<file path="src/rtl/booth_seq_mult.sv">
// Sequential radix-4 Booth multiplier back end: takes four pre-encoded
// single/double/negate digits and accumulates one shifted partial product per clock.
module booth_seq_mult (
    input  logic        clk,
    input  logic        rst,
    input  logic        in_valid,
    output logic        in_ready,
    input  logic [7:0]  y,
    input  logic [2:0]  sdn1,
    input  logic [2:0]  sdn2,
    input  logic [2:0]  sdn3,
    input  logic [2:0]  sdn4,
    output logic        out_valid,
    input  logic        out_ready,
    output logic [15:0] product
);

    typedef enum logic [1:0] {
        IDLE = 2'd0,
        ACC  = 2'd1,
        DONE = 2'd2
    } state_t;

    state_t           state;
    logic [7:0]       y_r;
    logic [3:0][2:0]  dig_r;
    logic [15:0]      acc;
    logic [1:0]       cnt;

    logic signed [9:0] pp;
    logic [15:0]       pp_ext;
    logic [15:0]       pp_shift;

    // Double wins over single, so the encoder-impossible 11x pattern acts as +/-2y.
    // A bare negate bit ("-0") leaves mag at zero and negating zero stays zero.
    function automatic logic signed [9:0] booth_pp(input logic [7:0] yv,
                                                    input logic [2:0] d);
        logic signed [9:0] mag;
        mag = '0;
        if (d[1])
            mag = {yv[7], yv, 1'b0};
        else if (d[2])
            mag = {{2{yv[7]}}, yv};
        return d[0] ? (~mag + 10'sd1) : mag;
    endfunction

    // NOTE: every combinational output is assigned unconditionally, so no latch can form.
    always_comb begin
        pp       = booth_pp(y_r, dig_r[cnt]);
        pp_ext   = {{6{pp[9]}}, pp};
        pp_shift = pp_ext << {cnt, 1'b0};
    end

    // NOTE: all state below uses non-blocking assignments so every register
    // samples the pre-edge values; the operand registers are reset too so an
    // aborted operation leaves nothing behind.
    always_ff @(posedge clk or posedge rst) begin
        if (rst) begin
            state <= IDLE;
            y_r   <= '0;
            dig_r <= '0;
            acc   <= '0;
            cnt   <= '0;
        end else begin
            case (state)
                IDLE: begin
                    if (in_valid) begin
                        y_r   <= y;
                        dig_r <= {sdn4, sdn3, sdn2, sdn1};
                        acc   <= '0;
                        cnt   <= '0;
                        state <= ACC;
                    end
                end
                ACC: begin
                    acc <= acc + pp_shift;
                    cnt <= cnt + 2'd1;
                    if (cnt == 2'd3)
                        state <= DONE;
                end
                DONE: begin
                    if (out_ready)
                        state <= IDLE;
                end
                default: state <= IDLE;
            endcase
        end
    end

    // Handshake flags decode straight from the state register.
    assign in_ready  = (state == IDLE);
    assign out_valid = (state == DONE);
    assign product   = acc;

endmodule
</file>
<file path="config.mk">
export PLATFORM = sky130hd
export DESIGN_NAME = booth_seq_mult
export DESIGN_NICKNAME = d
export VERILOG_FILES = /design/src/rtl/booth_seq_mult.sv
export SDC_FILE = /design/constraint.sdc
export NUM_CORES = 1
export LEC_CHECK = 0
export BUFFER_PORTS_ARGS = -buffer_cell sky130_fd_sc_hd__buf_2
export CORE_UTILIZATION = 45
export DETAILED_ROUTE_END_ITERATION = 10
export GPL_ROUTABILITY_DRIVEN = 0
export PLACE_DENSITY = 0.69
export SYNTH_ARGS = -nofsm -noshare
export SYNTH_HDL_FRONTEND = slang
export SYNTH_SLANG_ARGS = --single-unit
</file>
<file path="constraint.sdc">
create_clock -name clk -period 8.21 [get_ports clk]
set_clock_uncertainty 0.05 [all_clocks]
set_input_delay 1.642 -clock clk [delete_from_list [all_inputs] [get_ports clk]]
set_output_delay 1.642 -clock clk [all_outputs]
set_load 0.05 [all_outputs]
</file>
==> Word-level counts from Yosys, hierarchy flattened <==
Index checks and enable logic that the tools add are counted.
{ "op_classes": {"add_sub_neg": 3, "magnitude_cmp": 1, "eq_ne": 6, "n_shift": 1, "mux": 13, "bitwise_logic": 1, "reduce_logical": 5} }
{ "op_table": {"columns": ["cell", "n"], "rows": [
  ["$pmux 16 s2", 1],
  ["$mux 10", 3],
  ["$add 16x16->16", 1],
  ["$mux 16", 1],
  ["$shl 16x3->16", 1],
  ["$add 10x2->10 const B", 1],
  ["$not 10->10", 1],
  ["$mux 2", 4],
  ["$bmux 3 s2", 1],
  ["$pmux 2 s3", 1],
  ["$eq 2x2->1 const B", 2],
  ["$ne 2x2->1 const B", 2],
  ["$pmux 2 s2", 1],
  ["$reduce_and 2->1", 2],
  ["$lt 2x3->1 const B", 1],
  ["$mux 3", 1],
  ["$reduce_and 3->1", 1],
  ["$add 2x1->2 const B", 1],
  ["$eq 2x1->1 const B", 1],
  ["$logic_not 2->1", 1],
  ["$ne 2x1->1 const B", 1],
  ["$reduce_bool 2->1", 1]
]} }
{ "word_totals": {"register_bits": 40, "input_bits": 24, "out_inout_bits": 18} }

==> Depth between registers and ports, before layout <==
Gate-level depths: netlist of the first run.
{ "logic_depth": {"depth_word": 10, "depth_mapped": 19} }

==> Least setup slack after synthesis of the first run <==
No wires, ideal clock.
{ "synth_timing": {"kind": "reg-to-reg", "from": "reg cnt[0]", "to": "reg acc[15] (netlist: product[15])", "setup_time_ns": 0.084, "arrival_ns": 4.167, "setup_slack_ns": 3.909, "stages_incl_launch_ff": 19, "path_buffers": 2, "period_less_slack_ns": 4.301, "path_cell_list": "dfrtp_1 -> buf_6 -> mux4_2 -> buf_2 -> a22oi_1 -> ha_1 -> o41a_1 -> nand2_2 -> o211a_1 -> mux2_2 -> mux2i_1 -> ha_1 -> a21oi_1 -> o22ai_1 -> a21oi_1 -> a31oi_1 -> a31oi_1 -> mux2i_1 -> mux2i_1"} }
{ "synth_between": {"elab_chain_len": 10} }
{ "synth_lines": {"columns": ["item", "line_no", "source"], "rows": [
  ["start, declared", "28", "logic [1:0] cnt;"],
  ["start signal, assigned", "77", "cnt <= cnt + 2'd1;"],
  ["$bmux 3 s2", "49", "pp = booth_pp(y_r, dig_r[cnt]);"],
  ["$mux 3 (implied by the code)", "49", null],
  ["$mux 10", "42", "else if (d[2])"],
  ["$mux 10", "40", "if (d[1])"],
  ["$not 10->10", "44", "return d[0] ? (~mag + 10'sd1) : mag;"],
  ["$add 10x2->10", "44", null],
  ["$mux 10", "44", null],
  ["$shl 16x3->16 *", "51", "pp_shift = pp_ext << {cnt, 1'b0};"],
  ["$add 16x16->16 *", "76", "acc <= acc + pp_shift;"],
  ["$pmux 16 s2 *", "65", "case (state)"],
  ["end signal, assigned", "76", null],
  ["end, declared", "27", "logic [15:0] acc;"]
]} }
Mark *: on every way between the ends. The rest lies on a longest branch, timed or not. The select of a mux whose other input is x is not followed.
A chain may end at the register's enable or synchronous reset.

==> Worst setup path in the final report of the first run <==
Ends and elaborated chain as after synthesis.

==> results.py, run 1 <==
metrics = {
    "run_status": {
        "status": "finished, final reports clean",
    },
    "routing": {
        "routed_via_density": 5.75,
        "drt-total-wl_um": 6960,
        "drcViolationCount": 0,
        "dr.pass1.iters": 4,
        "antenna_left": 0,
        "vias": 2749,
        "avgRoutedWirePerCell_um": 14.6,
        "drtIter0Drc": 170,
    },
    "floorplan": {
        "fp-row-count": 29,
        "fp.dieH_um": 84.3,
        "num_io_pins": 42,
        "fp.dieW_um": 84.3,
        "core-area_um2": 6460,
        "initial_core_util_pct": 47.2,
        "dieArea_um2": 7100,
    },
    "synth": {
        "ys.flop_type": "dfrtp_1",
        "ys_ff_latch": 40,
        "ys_warn_count": 0,
        "synth_top_area_share_pct": 32.9,
        "yosys-top-cells-area": "dfrtp_1, nand2_1, ha_1, o21ai_0, mux2i_1",
        "synth_top_area_cell": "dfrtp_1",
        "synth_cell_types": 52,
        "synthArstFlopShare_pct": 100,
        "synth_edf_count": 0,
        "syn_area_um2": 3050,
        "synth_common_cells": "nand2_1, dfrtp_1, o21ai_0",
        "yosysMostFrequentCell": "nand2_1",
        "syn_avg_cell_area_um2": 8.21,
        "ys_seq_area_share_pct": 32.9,
        "synth_cells": 371,
        "synth_nets": 415,
    },
    "worst_setup_path": {
        "critPathArrivalTime_ns": 5.53,
        "crit_required_ns": 8.39,
        "endpoint_kind": "flop",
        "crit_type": "flop to flop",
        "path_max_fanout": 29,
        "start_kind": "flop",
    },
    "final_layout": {
        "diodes": 0,
        "syn2layout_area_growth_pct": 10.1,
        "nets": 444,
        "fillers": 640,
        "drive_gt1_share_pct": 15.7,
        "final_util_pct": 52.0,
    },
    "cts": {
        "cts.sinks": 40,
        "cts_setup_buffers": 0,
        "cts-buffers-inserted": 5,
        "cts_root_buffer": "clkbuf_8",
        "htree_levels": 2,
        "holdBufCountCts": 0,
        "clk_pin_slew_ns": 0.09,
        "insertion_delay_ns": 0.30,
        "cts_tree": "done",
        "cts_buffer_depth": 2,
        "cts_resized": 0,
    },
    "sta": {
        "rsz0062_at_grt": "false",
        "maxSlewHeadroom_pct": 24.0,
        "fin_crit_sh_pct": 65.2,
        "finalSetupViolCount": 0,
        "timing.hold.ws_ns": 0.441,
        "period_minus_slack_ns": 5.35,
        "maxSlewViolCount": 0,
        "max_freq_ghz": 0.187,
        "hold_viol": 0,
        "finalSetupTns_ns": 0,
        "tightest_slew_ns": 1.14,
    },
    "hold_path": {
        "holdCritPathClass": "flop to flop",
    },
    "placed_design": {
        "port_buffers": 41,
        "hpwl_um": 5050,
    },
    "run": {
        "drv_cap": 0,
    },
    "global_routing": {
        "antenna_found_initial": 0,
        "grt_pass1_vias": 2656,
        "grt_util_all_layers_pct": 21.2,
        "grt_overflow_total": 0,
        "grt_max_degree": 41,
        "grt_pass1_wl_um": 12300,
    },
}
sequential cells by signal, summed over array words and instances (netlist names):
name     cells
y_r          8
cnt          2
state        2
dig_r       12
product     16
layout by cell type, fill, tap and decap left out, types with 2 or more instances in the layout:
| master | netlist | layout |
|---|---|---|
| a211oi_1 | 5 | 5 |
| a21o_1 | 5 | 5 |
| a21oi_1 | 16 | 16 |
| a22o_1 | 3 | 3 |
| a22oi_1 | 4 | 4 |
| a31o_2 | 2 | 2 |
| a31oi_1 | 8 | 8 |
| buf_2 | 2 | 41 |
| clkbuf_8 | 0 | 5 |
| clkinv_1 | 2 | 2 |
| clkinvlp_4 | 0 | 2 |
| dfrtp_1 | 40 | 40 |
| ha_1 | 19 | 19 |
| inv_1 | 11 | 11 |
| mux2_2 | 3 | 3 |
| mux2i_1 | 13 | 13 |
| mux4_2 | 3 | 3 |
| nand2_1 | 71 | 71 |
| nand2b_1 | 2 | 2 |
| nand3_1 | 17 | 17 |
| nor2_1 | 22 | 22 |
| nor2b_1 | 4 | 4 |
| nor3_1 | 15 | 15 |
| nor4_1 | 3 | 3 |
| o211a_1 | 2 | 2 |
| o21a_1 | 3 | 3 |
| o21ai_0 | 33 | 33 |
| o21bai_1 | 2 | 2 |
| o22ai_1 | 4 | 4 |
| o31ai_1 | 3 | 3 |
| o32ai_1 | 3 | 3 |
| or3_1 | 2 | 2 |
| xnor2_1 | 10 | 10 |
| xor2_1 | 4 | 4 |
cell families after synthesis:
family          share of synthesized area (%)
fa+ha+maj                                8.46
buf+inv                                  4.64
simple gates                             21.6
mux                                      7.60
flops                                    32.9
compound gates                           20.8
xor+xnor                                 4.02
area by class of cell:
class	count	area [µm²]	share of cell area, %
Tap cell	77	96.3	2.87
Clock buffer	5	68.8	2.05
Clock inverter	3	23.8	0.708
Timing Repair Buffer	42	213	6.34
Sequential cell	40	1000	29.8
Inverter	13	48.8	1.45
Multi-Input combinational cell	298	1900	56.7
final timing paths:
path                                       startpoint                       to  slack [ns]  cells past startpoint
worst max register to register     cnt[0]$_DFFE_PP0P_  product[15]$_DFFE_PP0P_        2.86                     17
min in group asynchronous                         rst   product[2]$_DFFE_PP0P_        1.41                      3
worst min-delay path            dig_r[11]$_DFFE_PP0P_    dig_r[11]$_DFFE_PP0P_        0.44                      2
worst min register to register  dig_r[11]$_DFFE_PP0P_    dig_r[11]$_DFFE_PP0P_        0.44                      2
worst max-delay path               cnt[0]$_DFFE_PP0P_  product[15]$_DFFE_PP0P_        2.86                     17
max in group asynchronous                         rst     dig_r[4]$_DFFE_PP0P_        6.35                      3
worst max-delay path, cell delays in order, from the launching register on:
cell and delay (ns):
dfrtp_1 1.02, mux4_2 0.80, nor2b_4 0.25, nand2_1 0.16, ha_1 0.26, o41a_1 0.19
a31oi_1 0.26, nor2b_1 0.17, o22ai_1 0.10, a31o_2 0.29, ha_1 0.37, nand4_1 0.17
nor3_1 0.22, a21oi_1 0.13, a31oi_1 0.28, a31oi_1 0.15, mux2i_1 0.21, mux2i_1 0.20
stage by stage:
| stage | instances | setup WS [ns] | cell area, µm² |
|---|---|---|---|
| final | 478 | 2.86 | 3360 |
| after global routing | 478 | 2.42 | 3360 |
| after CTS | 478 | 2.90 | 3360 |
| after detailed placement | 470 | 2.93 | 3260 |
| after global placement | 470 | 3.19 | 3260 |
| after floorplan | 371 | 3.91 | 3050 |
routing by layer:
metal / global-route usage (%) / wire (µm) / vias up
met1: 29.1 / 3370 / 1277
met3: 3.05 / 255 / 10
li1: - / - / 1393
met5: 0 / 0 / -
met4: 7.52 / 93 / 0
met2: 34.4 / 3240 / 69
Power of run 1 is left out: the tool's default activity adds up to more than one toggle a clock period on the data nets, which glitch-free logic cannot reach.
==> inputs of run 2 (changes only) <==
ABC_AREA = 1   (was not set)
PLACE_DENSITY = 0.72   (was 0.69)
clock period = 4.59 ns   (was 8.21 ns; I/O delays follow)
==> results.py, run 2 <==
metrics = {
    "run_status": {
        "status": "finished, final reports clean",
    },
    "final_layout": {
        "nets": 467,
        "fillers": 603,
        "multi_input_comb_area_um2": 1670,
        "diodes": 0,
        "syn2layout_area_growth_pct": 12.9,
        "regArea_um2": 1000,
        "drive_gt1_share_pct": 18.2,
        "layout_common_cells": "nand2_1, buf_2, dfrtp_1",
        "final_common_cell": "nand2_1",
        "largest_reg_flops": 16,
    },
    "cts": {
        "cts_buffer_depth": 2,
        "insertion_delay_ns": 0.30,
        "cts.sinks": 40,
        "cts_tree": "done",
        "htree_levels": 2,
        "cts_setup_buffers": 0,
        "cts_resized": 0,
        "cts-buffers-inserted": 5,
        "holdBufCountCts": 0,
        "clk_pin_slew_ns": 0.08,
        "cts_root_buffer": "clkbuf_8",
    },
    "worst_setup_path": {
        "start_kind": "flop",
        "reg2reg_setup_slack_ns": 0.50,
        "r2r_start": "cnt[0]$_DFFE_PP0P_",
        "reg2reg_to": "product[14]$_DFFE_PP0P_",
        "reg2regPathDepth": 25,
        "crit_required_ns": 4.72,
        "crit_end": "product[14]$_DFFE_PP0P_",
        "critPathLaunch": "cnt[0]$_DFFE_PP0P_",
        "slowest_stage": "dfrtp_4",
        "critPathArrivalTime_ns": 4.22,
        "path_max_fanout": 18,
        "path_buf_inv": 2,
        "cpLargestDelayFamily": "simple AND/OR/NAND/NOR gates",
        "cpPeakStageDelay_ns": 0.59,
        "endpoint_kind": "flop",
        "crit_type": "flop to flop",
        "cp_num_cells": 25,
        "cp_common_cell": "nand2_1",
    },
    "global_routing": {
        "antenna_found_initial": 0,
        "grt_overflow_total": 0,
        "gr-max-usage-layer": "met2",
        "grt_pass1_vias": 2553,
        "met3_usage_pct": 3.56,
        "grt_pass1_wl_um": 11100,
        "grt_util_all_layers_pct": 21.1,
        "grt_max_degree": 41,
        "met1_usage_pct": 26.6,
        "grtUsageMet2_pct": 37.4,
    },
    "hold_path": {
        "hold_depth": 1,
        "holdCritPathClass": "flop to flop",
    },
    "synth": {
        "synth_edf_count": 0,
        "synth_cell_types": 35,
        "synth-compound-area-share_pct": 13.7,
        "syn_avg_cell_area_um2": 7.48,
        "yosysMostFrequentCell": "nand2_1",
        "synth_top_area_cell": "dfrtp_1",
        "syn_area_um2": 2870,
        "synthArstFlopShare_pct": 100,
        "synth_nets": 428,
        "yosys-top-cells-area": "dfrtp_1, nand2_1, ha_1, nand3_1, o21ai_0",
        "synth_xor_area_share_pct": 3.05,
        "synth_cells": 384,
        "synth.area.mux_share_pct": 5.84,
        "ys.flop_type": "dfrtp_1",
        "ys_ff_latch": 40,
        "ys_warn_count": 0,
        "synth_top_family_by_area": "simple AND/OR/NAND/NOR gates",
        "synthSimpleGateAreaFrac_pct": 26.7,
        "synth_top_area_share_pct": 34.8,
        "ys_seq_area_share_pct": 34.8,
        "synth_common_cells": "nand2_1, dfrtp_1, nand3_1",
        "synthAdderAreaFrac_pct": 8.97,
    },
    "sta": {
        "timing.hold.ws_ns": 0.465,
        "finalSetupTns_ns": 0,
        "hold_viol": 0,
        "max_freq_ghz": 0.244,
        "tightest_slew_ns": 0.978,
        "period_minus_slack_ns": 4.09,
        "finalSetupViolCount": 0,
        "maxSlewViolCount": 0,
        "fin_crit_sh_pct": 89.2,
        "maxSlewHeadroom_pct": 34.7,
        "rsz0062_at_grt": "false",
    },
    "routing": {
        "dr.pass1.iters": 4,
        "vias": 2608,
        "drtIter0Drc": 159,
        "drt-total-wl_um": 6330,
        "avgRoutedWirePerCell_um": 12.7,
        "routed_via_density": 5.23,
        "drcViolationCount": 0,
        "antenna_left": 0,
    },
    "floorplan": {
        "fp.dieW_um": 81.9,
        "num_io_pins": 42,
        "fp.dieH_um": 81.9,
        "core-area_um2": 6030,
        "initial_core_util_pct": 47.7,
        "dieArea_um2": 6710,
        "fp-row-count": 28,
    },
    "placed_design": {
        "port_buffers": 41,
        "hpwl_um": 4900,
    },
    "run": {
        "drv_cap": 0,
    },
}
==> run 2: cell count changes in the layout (fill, tap and decap cells not counted), moves of 7 or more <==
cell,before,now
xnor2_1,10,3
a21oi_1,16,27
inv_1,11,32
nor3_1,15,1
nand2_1,71,109
mux2i_1,13,1
a31oi_1,8,1
mux2_2,3,14
nand3_1,17,37
==> run 2: worst min path at each step <==
| stage | from | slack, ns | endpoint |
|---|---|---|---|
| floorplan | dig_r[10]$_DFFE_PP0P_ | 0.43 | dig_r[10]$_DFFE_PP0P_ |
| global placement | dig_r[6]$_DFFE_PP0P_ | 0.44 | dig_r[6]$_DFFE_PP0P_ |
| detailed placement | dig_r[5]$_DFFE_PP0P_ | 0.45 | dig_r[5]$_DFFE_PP0P_ |
| CTS | dig_r[5]$_DFFE_PP0P_ | 0.47 | dig_r[5]$_DFFE_PP0P_ |
| global route | dig_r[5]$_DFFE_PP0P_ | 0.49 | dig_r[5]$_DFFE_PP0P_ |
| finish | dig_r[5]$_DFFE_PP0P_ | 0.47 | dig_r[5]$_DFFE_PP0P_ |
==> run 2: cell families (layout without fill, tap and decap cells) <==
family,Yosys count,in the layout
DFF,40,40
adders and majority gates,20,20
and+or+nand+nor,180,180
muxes,15,15
xor gates and xnor gates,10,10
AOI/OAI and AO/OA,73,73
buffers and inverters,46,86
==> run 2: final cells by class <==
type | count | area share [%]
clock buffer | 5 | 2.12
multi-input combinational | 298 | 51.6
tap | 75 | 2.89
sequential | 40 | 31.0
inverter | 35 | 4.20
timing repair buffer | 43 | 6.79
clock inverter | 3 | 1.43
==> run 2: stage by stage <==
step / setup WS, ns / instance area, µm² / utilization (%) / std cells
2_1_floorplan: 1.21 / 2870 / - / 384
3_3_place_gp: 0.493 / 3130 / 51.9 / 491
3_5_place_dp: 0.171 / 3130 / 51.9 / 491
4_1_cts: 0.173 / 3240 / 53.8 / 499
5_1_grt: 0.00783 / 3240 / 53.8 / 499
6_report: 0.497 / 3240 / 53.8 / 499
==> run 2: layer usage <==
| metal | share of wire (%) | routed length, µm |
|---|---|---|
| met1 | 47 | 2980 |
| met5 | 0 | 0 |
| met4 | 1.1 | 68 |
| met3 | 3.5 | 224 |
| met2 | 48 | 3070 |
Power of run 2 is left out for the same reason.
